===== config.mk =====
export PLATFORM = sky130hd
export DESIGN_NAME = act_share_arbiter
export DESIGN_NICKNAME = d
export VERILOG_FILES = /design/src/rtl/act_share_arbiter_pkg.sv /design/src/rtl/act_rsp_fifo.sv /design/src/rtl/act_share_arbiter.sv
export SDC_FILE = /design/constraint.sdc
export NUM_CORES = 1
export LEC_CHECK = 0
export BUFFER_PORTS_ARGS = -buffer_cell sky130_fd_sc_hd__buf_2
export CAP_MARGIN = 20
export CORE_ASPECT_RATIO = 0.75
export CORE_MARGIN = 2
export CORE_UTILIZATION = 46
export CTS_CLUSTER_DIAMETER = 80
export DETAILED_ROUTE_END_ITERATION = 6
export GPL_TIMING_DRIVEN = 0
export PLACE_DENSITY = 0.78
export SLEW_MARGIN = 20
export SYNTH_ARGS = -nofsm -noshare
export SYNTH_HDL_FRONTEND = slang
export SYNTH_SLANG_ARGS = --single-unit

===== constraint.sdc =====
create_clock -name clk -period 2.39 [get_ports clk]
set_clock_uncertainty 0.1 [all_clocks]
set_input_delay 0 -clock clk [delete_from_list [all_inputs] [get_ports clk]]
set_output_delay 0 -clock clk [all_outputs]
set_load 0.1 [all_outputs]

===== src/rtl/act_share_arbiter_pkg.sv =====
// Shared definitions for the activation-unit sharing arbiter.
package act_share_arbiter_pkg;

   // Default Q8.8 sample width and the Q8.8 encoding of 1.0.
   localparam int unsigned DefDataWidth = 16;
   localparam logic [15:0] Q88One       = 16'h0100;

   // Ceiling log2, never below 1 so that derived vectors stay legal.
   function automatic int unsigned clog2(input int unsigned value);
      int unsigned result;
      result = 0;
      while ((32'd1 << result) < value) begin
         result++;
      end
      return (result == 0) ? 1 : result;
   endfunction

endpackage


===== src/rtl/act_rsp_fifo.sv =====
// Response FIFO holding {tag, data} pairs returned by the activation unit.
// Pushes while full and pops while empty are ignored; the caller flags them.
module act_rsp_fifo
   import act_share_arbiter_pkg::*;
#(
   parameter int unsigned Depth     = 4,
   parameter int unsigned TagWidth  = 2,
   parameter int unsigned DataWidth = DefDataWidth,
   localparam int unsigned PtrW     = clog2(Depth),
   localparam int unsigned CntW     = clog2(Depth + 1)
) (
   input  logic                 clk,
   input  logic                 rst_n,
   input  logic                 push,
   input  logic [TagWidth-1:0]  push_tag,
   input  logic [DataWidth-1:0] push_data,
   input  logic                 pop,
   output logic [TagWidth-1:0]  head_tag,
   output logic [DataWidth-1:0] head_data,
   output logic                 full,
   output logic                 empty,
   output logic [CntW-1:0]      count
);

   logic [TagWidth+DataWidth-1:0] mem [2**PtrW];
   logic [PtrW-1:0]               wr_ptr_q, rd_ptr_q;
   logic [CntW-1:0]               count_q;
   logic                          do_push, do_pop;

   assign full    = (count_q == CntW'(Depth));
   assign empty   = (count_q == '0);
   assign count   = count_q;
   assign do_push = push & ~full;
   assign do_pop  = pop & ~empty;
   assign {head_tag, head_data} = mem[rd_ptr_q];

   // Storage array, write-only on accepted pushes.
   always_ff @(posedge clk) begin
      if (do_push) begin
         mem[wr_ptr_q] <= {push_tag, push_data};
      end
   end

   // Pointers wrap naturally because Depth is a power of two.
   always_ff @(posedge clk or negedge rst_n) begin
      if (!rst_n) begin
         wr_ptr_q <= '0;
         rd_ptr_q <= '0;
         count_q  <= '0;
      end else begin
         if (do_push) wr_ptr_q <= wr_ptr_q + PtrW'(1);
         if (do_pop)  rd_ptr_q <= rd_ptr_q + PtrW'(1);
         case ({do_push, do_pop})
            2'b10:   count_q <= count_q + CntW'(1);
            2'b01:   count_q <= count_q - CntW'(1);
            default: count_q <= count_q;
         endcase
      end
   end

endmodule


===== src/rtl/act_share_arbiter.sv =====
// Round-robin sharing of one fixed-latency activation unit among NUM_REQ
// requesters. Issue is credit-limited so every result always has a FIFO slot.
module act_share_arbiter
   import act_share_arbiter_pkg::*;
#(
   parameter int unsigned NUM_REQ     = 4,
   parameter int unsigned DATA_WIDTH  = DefDataWidth,
   parameter int unsigned ACT_LATENCY = 1,
   parameter int unsigned FIFO_DEPTH  = 4
) (
   input  logic                          clk,
   input  logic                          rst_n,
   input  logic                          enable,
   input  logic [NUM_REQ-1:0]            req_valid,
   input  logic [NUM_REQ*DATA_WIDTH-1:0] req_data,
   output logic [NUM_REQ-1:0]            req_ready,
   output logic [DATA_WIDTH-1:0]         act_data_in,
   output logic                          act_valid_in,
   input  logic [DATA_WIDTH-1:0]         act_data_out,
   input  logic                          act_valid_out,
   output logic [NUM_REQ-1:0]            rsp_valid,
   output logic [DATA_WIDTH-1:0]         rsp_data,
   input  logic [NUM_REQ-1:0]            rsp_ready,
   output logic                          idle,
   output logic                          err_sticky
);

   localparam int unsigned TagW     = clog2(NUM_REQ);
   localparam int unsigned CntW     = clog2(FIFO_DEPTH + 1);
   localparam logic [CntW:0] DepthExt = (CntW + 1)'(FIFO_DEPTH);

   logic [TagW-1:0] rr_ptr_q, grant_tag, tag_out, head_tag;
   logic [TagW:0]   rr_sum;
   logic [CntW-1:0] inflight_q, fifo_count;
   logic [CntW:0]   used;
   logic            grant_found, can_issue, issue, retire, tag_vld_out;
   logic            fifo_full, fifo_empty, fifo_pop, err_q;

   // Credits come from registered counts only; a same-cycle pop frees nothing yet.
   assign used      = {1'b0, inflight_q} + {1'b0, fifo_count};
   assign can_issue = rst_n & enable & (used < DepthExt);
   assign issue     = can_issue & grant_found;

   // First valid requester at or after rr_ptr_q, wrapping modulo NUM_REQ.
   always_comb begin
      grant_found = 1'b0;
      grant_tag   = '0;
      rr_sum      = '0;
      for (int k = 0; k < NUM_REQ; k++) begin
         rr_sum = {1'b0, rr_ptr_q} + (TagW + 1)'(k);
         if (rr_sum >= (TagW + 1)'(NUM_REQ)) rr_sum = rr_sum - (TagW + 1)'(NUM_REQ);
         if (!grant_found && req_valid[rr_sum[TagW-1:0]]) begin
            grant_found = 1'b1;
            grant_tag   = rr_sum[TagW-1:0];
         end
      end
   end

   // Steer the granted channel's sample to the activation unit.
   always_comb begin
      act_data_in = '0;
      for (int i = 0; i < NUM_REQ; i++) begin
         if (grant_tag == TagW'(i)) act_data_in = req_data[i*DATA_WIDTH +: DATA_WIDTH];
      end
   end

   assign req_ready    = issue ? (NUM_REQ'(1) << grant_tag) : '0;
   assign act_valid_in = issue;

   // Tags travel alongside the activation unit so results can be routed back.
   generate
      if (ACT_LATENCY == 0) begin : g_no_pipe
         assign tag_vld_out = issue;
         assign tag_out     = grant_tag;
      end else begin : g_pipe
         logic [ACT_LATENCY-1:0] vld_q;
         logic [TagW-1:0]        tag_q [ACT_LATENCY];

         // Shift {valid, tag} one stage per cycle.
         always_ff @(posedge clk or negedge rst_n) begin
            if (!rst_n) begin
               vld_q <= '0;
               for (int i = 0; i < ACT_LATENCY; i++) tag_q[i] <= '0;
            end else begin
               vld_q[0] <= issue;
               tag_q[0] <= grant_tag;
               for (int i = 1; i < ACT_LATENCY; i++) begin
                  vld_q[i] <= vld_q[i-1];
                  tag_q[i] <= tag_q[i-1];
               end
            end
         end

         assign tag_vld_out = vld_q[ACT_LATENCY-1];
         assign tag_out     = tag_q[ACT_LATENCY-1];
      end
   endgenerate

   // A spurious result must not underflow the in-flight count.
   assign retire   = act_valid_out & ((inflight_q != '0) | issue);
   assign fifo_pop = ~fifo_empty & rsp_ready[head_tag];

   act_rsp_fifo #(
      .Depth     (FIFO_DEPTH),
      .TagWidth  (TagW),
      .DataWidth (DATA_WIDTH)
   ) u_fifo (
      .clk       (clk),
      .rst_n     (rst_n),
      .push      (act_valid_out),
      .push_tag  (tag_out),
      .push_data (act_data_out),
      .pop       (fifo_pop),
      .head_tag  (head_tag),
      .head_data (rsp_data),
      .full      (fifo_full),
      .empty     (fifo_empty),
      .count     (fifo_count)
   );

   assign rsp_valid  = fifo_empty ? '0 : (NUM_REQ'(1) << head_tag);
   assign idle       = (inflight_q == '0) & (fifo_count == '0);
   assign err_sticky = err_q;

   // Round-robin pointer, in-flight count and sticky protocol error.
   always_ff @(posedge clk or negedge rst_n) begin
      if (!rst_n) begin
         rr_ptr_q   <= '0;
         inflight_q <= '0;
         err_q      <= 1'b0;
      end else begin
         if (issue) begin
            rr_ptr_q <= (grant_tag == TagW'(NUM_REQ - 1)) ? '0 : grant_tag + TagW'(1);
         end
         case ({issue, retire})
            2'b10:   inflight_q <= inflight_q + CntW'(1);
            2'b01:   inflight_q <= inflight_q - CntW'(1);
            default: inflight_q <= inflight_q;
         endcase
         if ((act_valid_out != tag_vld_out) || (act_valid_out && fifo_full)) begin
            err_q <= 1'b1;
         end
      end
   end

endmodule


== Yosys cells after proc, flatten, opt, wreduce, memory -nomap -nowiden ==
Memory sizes are Yosys's and may differ from the RTL's.
Cells that the tools add are included.
Operators by class
  add/subtract/negate cells: 15
  multipliers: 0
  divide/modulo/power cells: 0
  magnitude comparators: 10
  equal/unequal tests: 9
  shifts and indexed selects: 2
  multiplexer cells: 33
  bitwise gates (word level): 11
  reductions and logical operators: 14
Operators with widths (count)
  $mux 16: 4
  $mux 2: 9
  $lt 2x3->1 const B: 5
  $pmux 3 s2: 2
  $mux 1: 11
  $bmux 1 s2: 5
  $ge 3x3->1 const B: 3
  $and 1x1->1: 8
  $eq 2x2->1 const B: 4
  $mux 4: 2
  $shl 1x2->4 const A: 2
  $sub 2x1->2 const B: 4
  $add 2x1->2 const B: 3
  $add 2x2->3 const B: 2
  $add 3x1->3 const B: 2
  $eq 2x1->1 const B: 3
  $logic_not 3->1: 2
  $sub 3x1->3 const B: 2
  $add 3x3->4: 1
  $logic_and 1x1->1: 4
  $lt 4x3->1 const B: 1
  $reduce_bool 2->1: 2
  $add 2x1->3 const B: 1
  $eq 3x3->1 const B: 1
  other kinds (8): 11
Storage, ports and cells
  register bits: 16
  bits in latches: 0
  bits in writable memories: 72
  ROM bits: 0
  bits of input ports: 92
  output and inout port bits: 43
  word-level logic and storage cells: 103
  memories kept: 1
Memories
  u_fifo.mem: words 4, width 18, read ports 1, clocked after memory_dff 0, wr ports 1, RTL line act_rsp_fifo.sv:25  | logic [TagWidth+DataWidth-1:0] mem [2**PtrW];

== Longest topological paths before layout ==
  depth after elaboration: 19
  depth in mapped cells: 11
  depth with buffers taken out: 10

== By module ==
Synthesis repeated with hierarchy kept, for this count alone.
Second synthesis, totals
  cells, all modules: 304
  area, all modules: 4201.5 um^2
By module, submodules not included
  act_rsp_fifo: times used 1, cells each 131, area an instance 3037.9 um^2, seq. area each 2337.2 um^2
  act_share_arbiter: times used 1, cells each 173, area an instance 1163.6 um^2, seq. area each 225.2 um^2

== Least setup slack after synthesis ==
No wires, ideal clock.
  kind: register -> output
  start: register rr_ptr_q[1]
  end: output port act_data_in[12]
  arrival: 3880 ps
  data required time: 2290 ps
  setup slack: -1590 ps
  stages on the path, launching flop included: 12
  path buffers: 2
  cell sequence: dfrtp_1 -> a21oi_1 -> o21a_1 -> o22a_1 -> inv_1 -> ha_1 -> clkbuf_1 -> buf_2 -> nand3b_1 -> a21oi_1 -> a21oi_1 -> o21ai_0
Between the ends
  cells in the longest elaborated chain, start to end: 19
  elaborated cells between the ends (all ways): 44
  classes of those cells: 7 x add/sub; 4 x order compare; 3 x eq/ne; 23 x mux; 7 x reduce/logical
Ends and longest elaborated chain
  start, declared: RTL line act_share_arbiter.sv:32  | logic [TagW-1:0] rr_ptr_q, grant_tag, tag_out, head_tag;
  start signal, assigned: RTL line act_share_arbiter.sv:133  | rr_ptr_q <= (grant_tag == TagW'(NUM_REQ - 1)) ? '0 : grant_tag + TagW'(1);
  parallel branches: the longest is 13 deep, another holds $add 2x1->3
  $mux 2 (*): RTL line act_share_arbiter.sv:52  | if (!grant_found && req_valid[rr_sum[TagW-1:0]]) begin
  named net grant_tag[1]: RTL line act_share_arbiter.sv:32
  $logic_not 2->1: RTL line act_share_arbiter.sv:63  | if (grant_tag == TagW'(i)) act_data_in = req_data[i*DATA_WIDTH +: DATA_WIDTH];
  $mux 16 (3 in a row): RTL line act_share_arbiter.sv:63
  $mux 16 (*): RTL line act_share_arbiter.sv:63
  end, declared: RTL line act_share_arbiter.sv:17  | output logic [DATA_WIDTH-1:0] act_data_in,
Mark *: on every way through the listed nets, which the timed path passes. The select of a mux whose other input is x is not followed.

== Final worst setup path ==
  start: register rr_ptr_q[1]
  end: output port act_data_in[12]
Between the ends
  cells in the longest elaborated chain, start to end: 19
  elaborated cells between the ends (all ways): 44
  classes of those cells: 7 x add/sub; 4 x order compare; 3 x eq/ne; 23 x mux; 7 x reduce/logical
Ends and longest elaborated chain (RTL line)
  parallel branches: the longest is 13 deep, another holds $add 2x1->3
  $mux 2 (*): act_share_arbiter.sv:52
  $logic_not 2->1: act_share_arbiter.sv:63
  $mux 16 (3 in a row): act_share_arbiter.sv:63
  $mux 16 (*): act_share_arbiter.sv:63
Mark *: on every way between the ends. The select of a mux whose other input is x is not followed.

==> reports/qor.csv <==
metric,value,unit
global-route wire length before repair,17820,um
post-synthesis sequential area ratio,0.5999,
fill count,549,
Ys Warns,0,
grt total ovfl,0,
Worst EP arrival,2530,ps
total track usage,0.2336,
Port Buf Inserts,134,
core region area,9046,um^2
Final setup violation count,20,
failing checks,negative setup slack,
top post-synthesis cells by area,"edfxtp_1, mux4_2, dfrtp_1",
largest net degree at the start of global routing,19,
Syn Std Cell Area,4272,um^2
final wirelength,11800,um
CP startpoint,rr_ptr_q[1]$_DFFE_PN0N_,
Layout area overhead,59.84,%
synth cell count leaders,"edfxtp_1, a21oi_1, nand2_1, mux4_2, nand3b_1",
DRC,0,
fin worst setup slack,-241.2,ps
RR Startpoint,u_fifo.rd_ptr_q[0]$_DFFE_PN0P_,
row count,30,
WL met1,4997,um
cell count after synthesis,309,
Max Cap Viol,0,
ys async rst share,0.1818,
CP max FO,6,
number of vias per cell,5.353,
critical path data required time,2290,ps
share of the synthesized area in the top cell type,0.5062,
Antenna Cells,0,
"Core Util, Final",0.7548,
Worst setup EP type,output pin,
chip height,87.46,um
Clock Latency Late Sink,330,ps
initial antenna violation count,0,
WS Path Type,flop to output pin,
H-tree depth,3,
clock sinks,88,
share of layout cells above drive strength 1,0.6120,
vias in the first global route,3643,
top sig layer,met4,
"Avg Cell Area, Syn",13.82,um^2
Chip Width,115.3,um
met2 wire length,6058,um
root buf cell,clkbuf_16,
WL/cell,18.26,um
final hold violations,0,
max-slew violation count,0,
GP Congestion,0.7767,
post-route minimum period,2631,ps
Critical Path Start Type,flop,
Fmax,380.1,MHz
worst-margin pin slew,760.1,ps
TNS Setup,-2742,ps
clk buf depth,2,
DP Wirelength,6896,um
WL met3,435,um
Post-synth top flop,edfxtp_1,
slew margin rel.,0.4891,
Top-Level Pins,135,
DR vias,3458,
ANT nets after route,0,
RSZ-0062 raised after global routing,yes,
clk slew on worst S/H paths,60,ps
Netlist cell types,39,
synthesized net count,415,
number of synthesized register bits,88,
1st-iter DRT viols,196,
Nets,619,
"EDFF count, synth",72,
Yosys top cell by area,edfxtp_1,
status,finished with violations,
Pre-antenna DRT Iters,4,
TritonCTS clock tree,yes,
Starting Density,0.4722,
total CTS buffers,9,
HP Class,input port to async pin,
Die ar.,10080,um^2
fin crit share,1.101,
most frequent cell after synthesis,edfxtp_1,
## flip-flops by register name (all words and copies together) (netlist names)
name	flops
u_fifo.mem	72
rr_ptr_q	2
g_pipe.tag_q	2
u_fifo.rd_ptr_q	2
err_sticky	1
inflight_q	3
u_fifo.wr_ptr_q	2
g_pipe.vld_q	1
u_fifo.count	3
## through the flow
stage | hold WS [ps] | setup slack [ps] | instance area, um^2 | std cells
after floorplan | -395.6 | -902.8 | 4499 | 309
after global placement | -158.6 | -398.7 | 5330 | 571
after detailed placement | -151.3 | -483.8 | 5330 | 571
after CTS | 36.60 | -157.6 | 6650 | 634
after global routing | 68.33 | -322.6 | 6828 | 646
final | 43.62 | -241.2 | 6828 | 646
## worst max-delay path, cell delays in order (launching register included)
cell      delay, ps
dfrtp_2         460
mux2i_4         210
o221ai_4        240
or2_4           200
ha_4            190
buf_6           140
nand3b_1         90
a21oi_2         150
a21oi_1          70
o21ai_1         190
buf_6           260
## cell usage in the layout, fill, tap and decap left out, types with 3 or more instances in the layout
cell type,count
xnor2_1,5
inv_1,8
ha_4,6
dlygate4sd3_1,19
clkbuf_1,3
buf_6,10
and2_2,7
buf_2,112
a21oi_1,3
a21oi_4,3
inv_2,3
dfrtp_1,13
clkbuf_4,3
nand3b_1,18
mux2i_1,4
mux2_4,3
xor2_1,3
clkbuf_16,11
mux4_2,18
buf_4,36
a21oi_2,30
edfxtp_1,72
nor2_1,4
buf_12,17
o21ai_4,16
mux2_2,5
buf_8,7
ha_1,4
dfrtp_2,3
clkbuf_8,3
nand2_1,35
## area by class of cell
type,count,area [um^2],share of cell area
clock inverters,5,32.53,0.004765
clock buffers,11,232.7,0.03408
repair buffers,196,1514,0.2217
well taps,128,160.2,0.02346
flip-flops and latches,88,2566,0.3758
inverters,11,41.29,0.006047
multi-input cells,193,2098,0.3073
plain buffers,14,182.7,0.02675
## worst paths after layout
path	cells after the start	slack, ps	end
min in group clk	4	70	u_fifo.rd_ptr_q[0]$_DFFE_PN0P_
max	10	-240	act_data_in[12]
min	2	40	inflight_q[2]$_DFFE_PN0P_
min reg2reg	0	390	u_fifo.mem[2][17]$_DFFE_PP_
max in group asynchronous	2	1830	rr_ptr_q[1]$_DFFE_PN0N_
max reg2reg	10	-190	u_fifo.count[2]$_DFFE_PN0P_
## routing by layer
layer / vias up / global-route usage
met5: - / 0
met1: 1726 / 0.3012
li1: 1580 / -
met4: 0 / 0.07777
met3: 32 / 0.04106
met2: 120 / 0.4037
## cells by family (layout without fill, tap and decap cells)
logic type	Yosys count	in the layout	synth area share
buf+inv	28	237	0.02812
xor+xnor	8	8	0.01640
mux	31	31	0.1295
compound gates	63	63	0.08553
flops	88	88	0.5999
fa+ha+maj	14	14	0.04452
simple gates	77	77	0.09608
## what timing repair did
item                                    CTS  global route
endpoints found under the hold margin    82             0
gates cloned                              5             0
hold buffers                             19             0
buffers inserted                         25            14
pin swaps                                44            26
gates resized for setup                 164            26
endpoints found under the setup margin   98           106
Power is left out: the tool's default activity adds up to more than one toggle a clock period on the data nets, which glitch-free logic cannot reach.
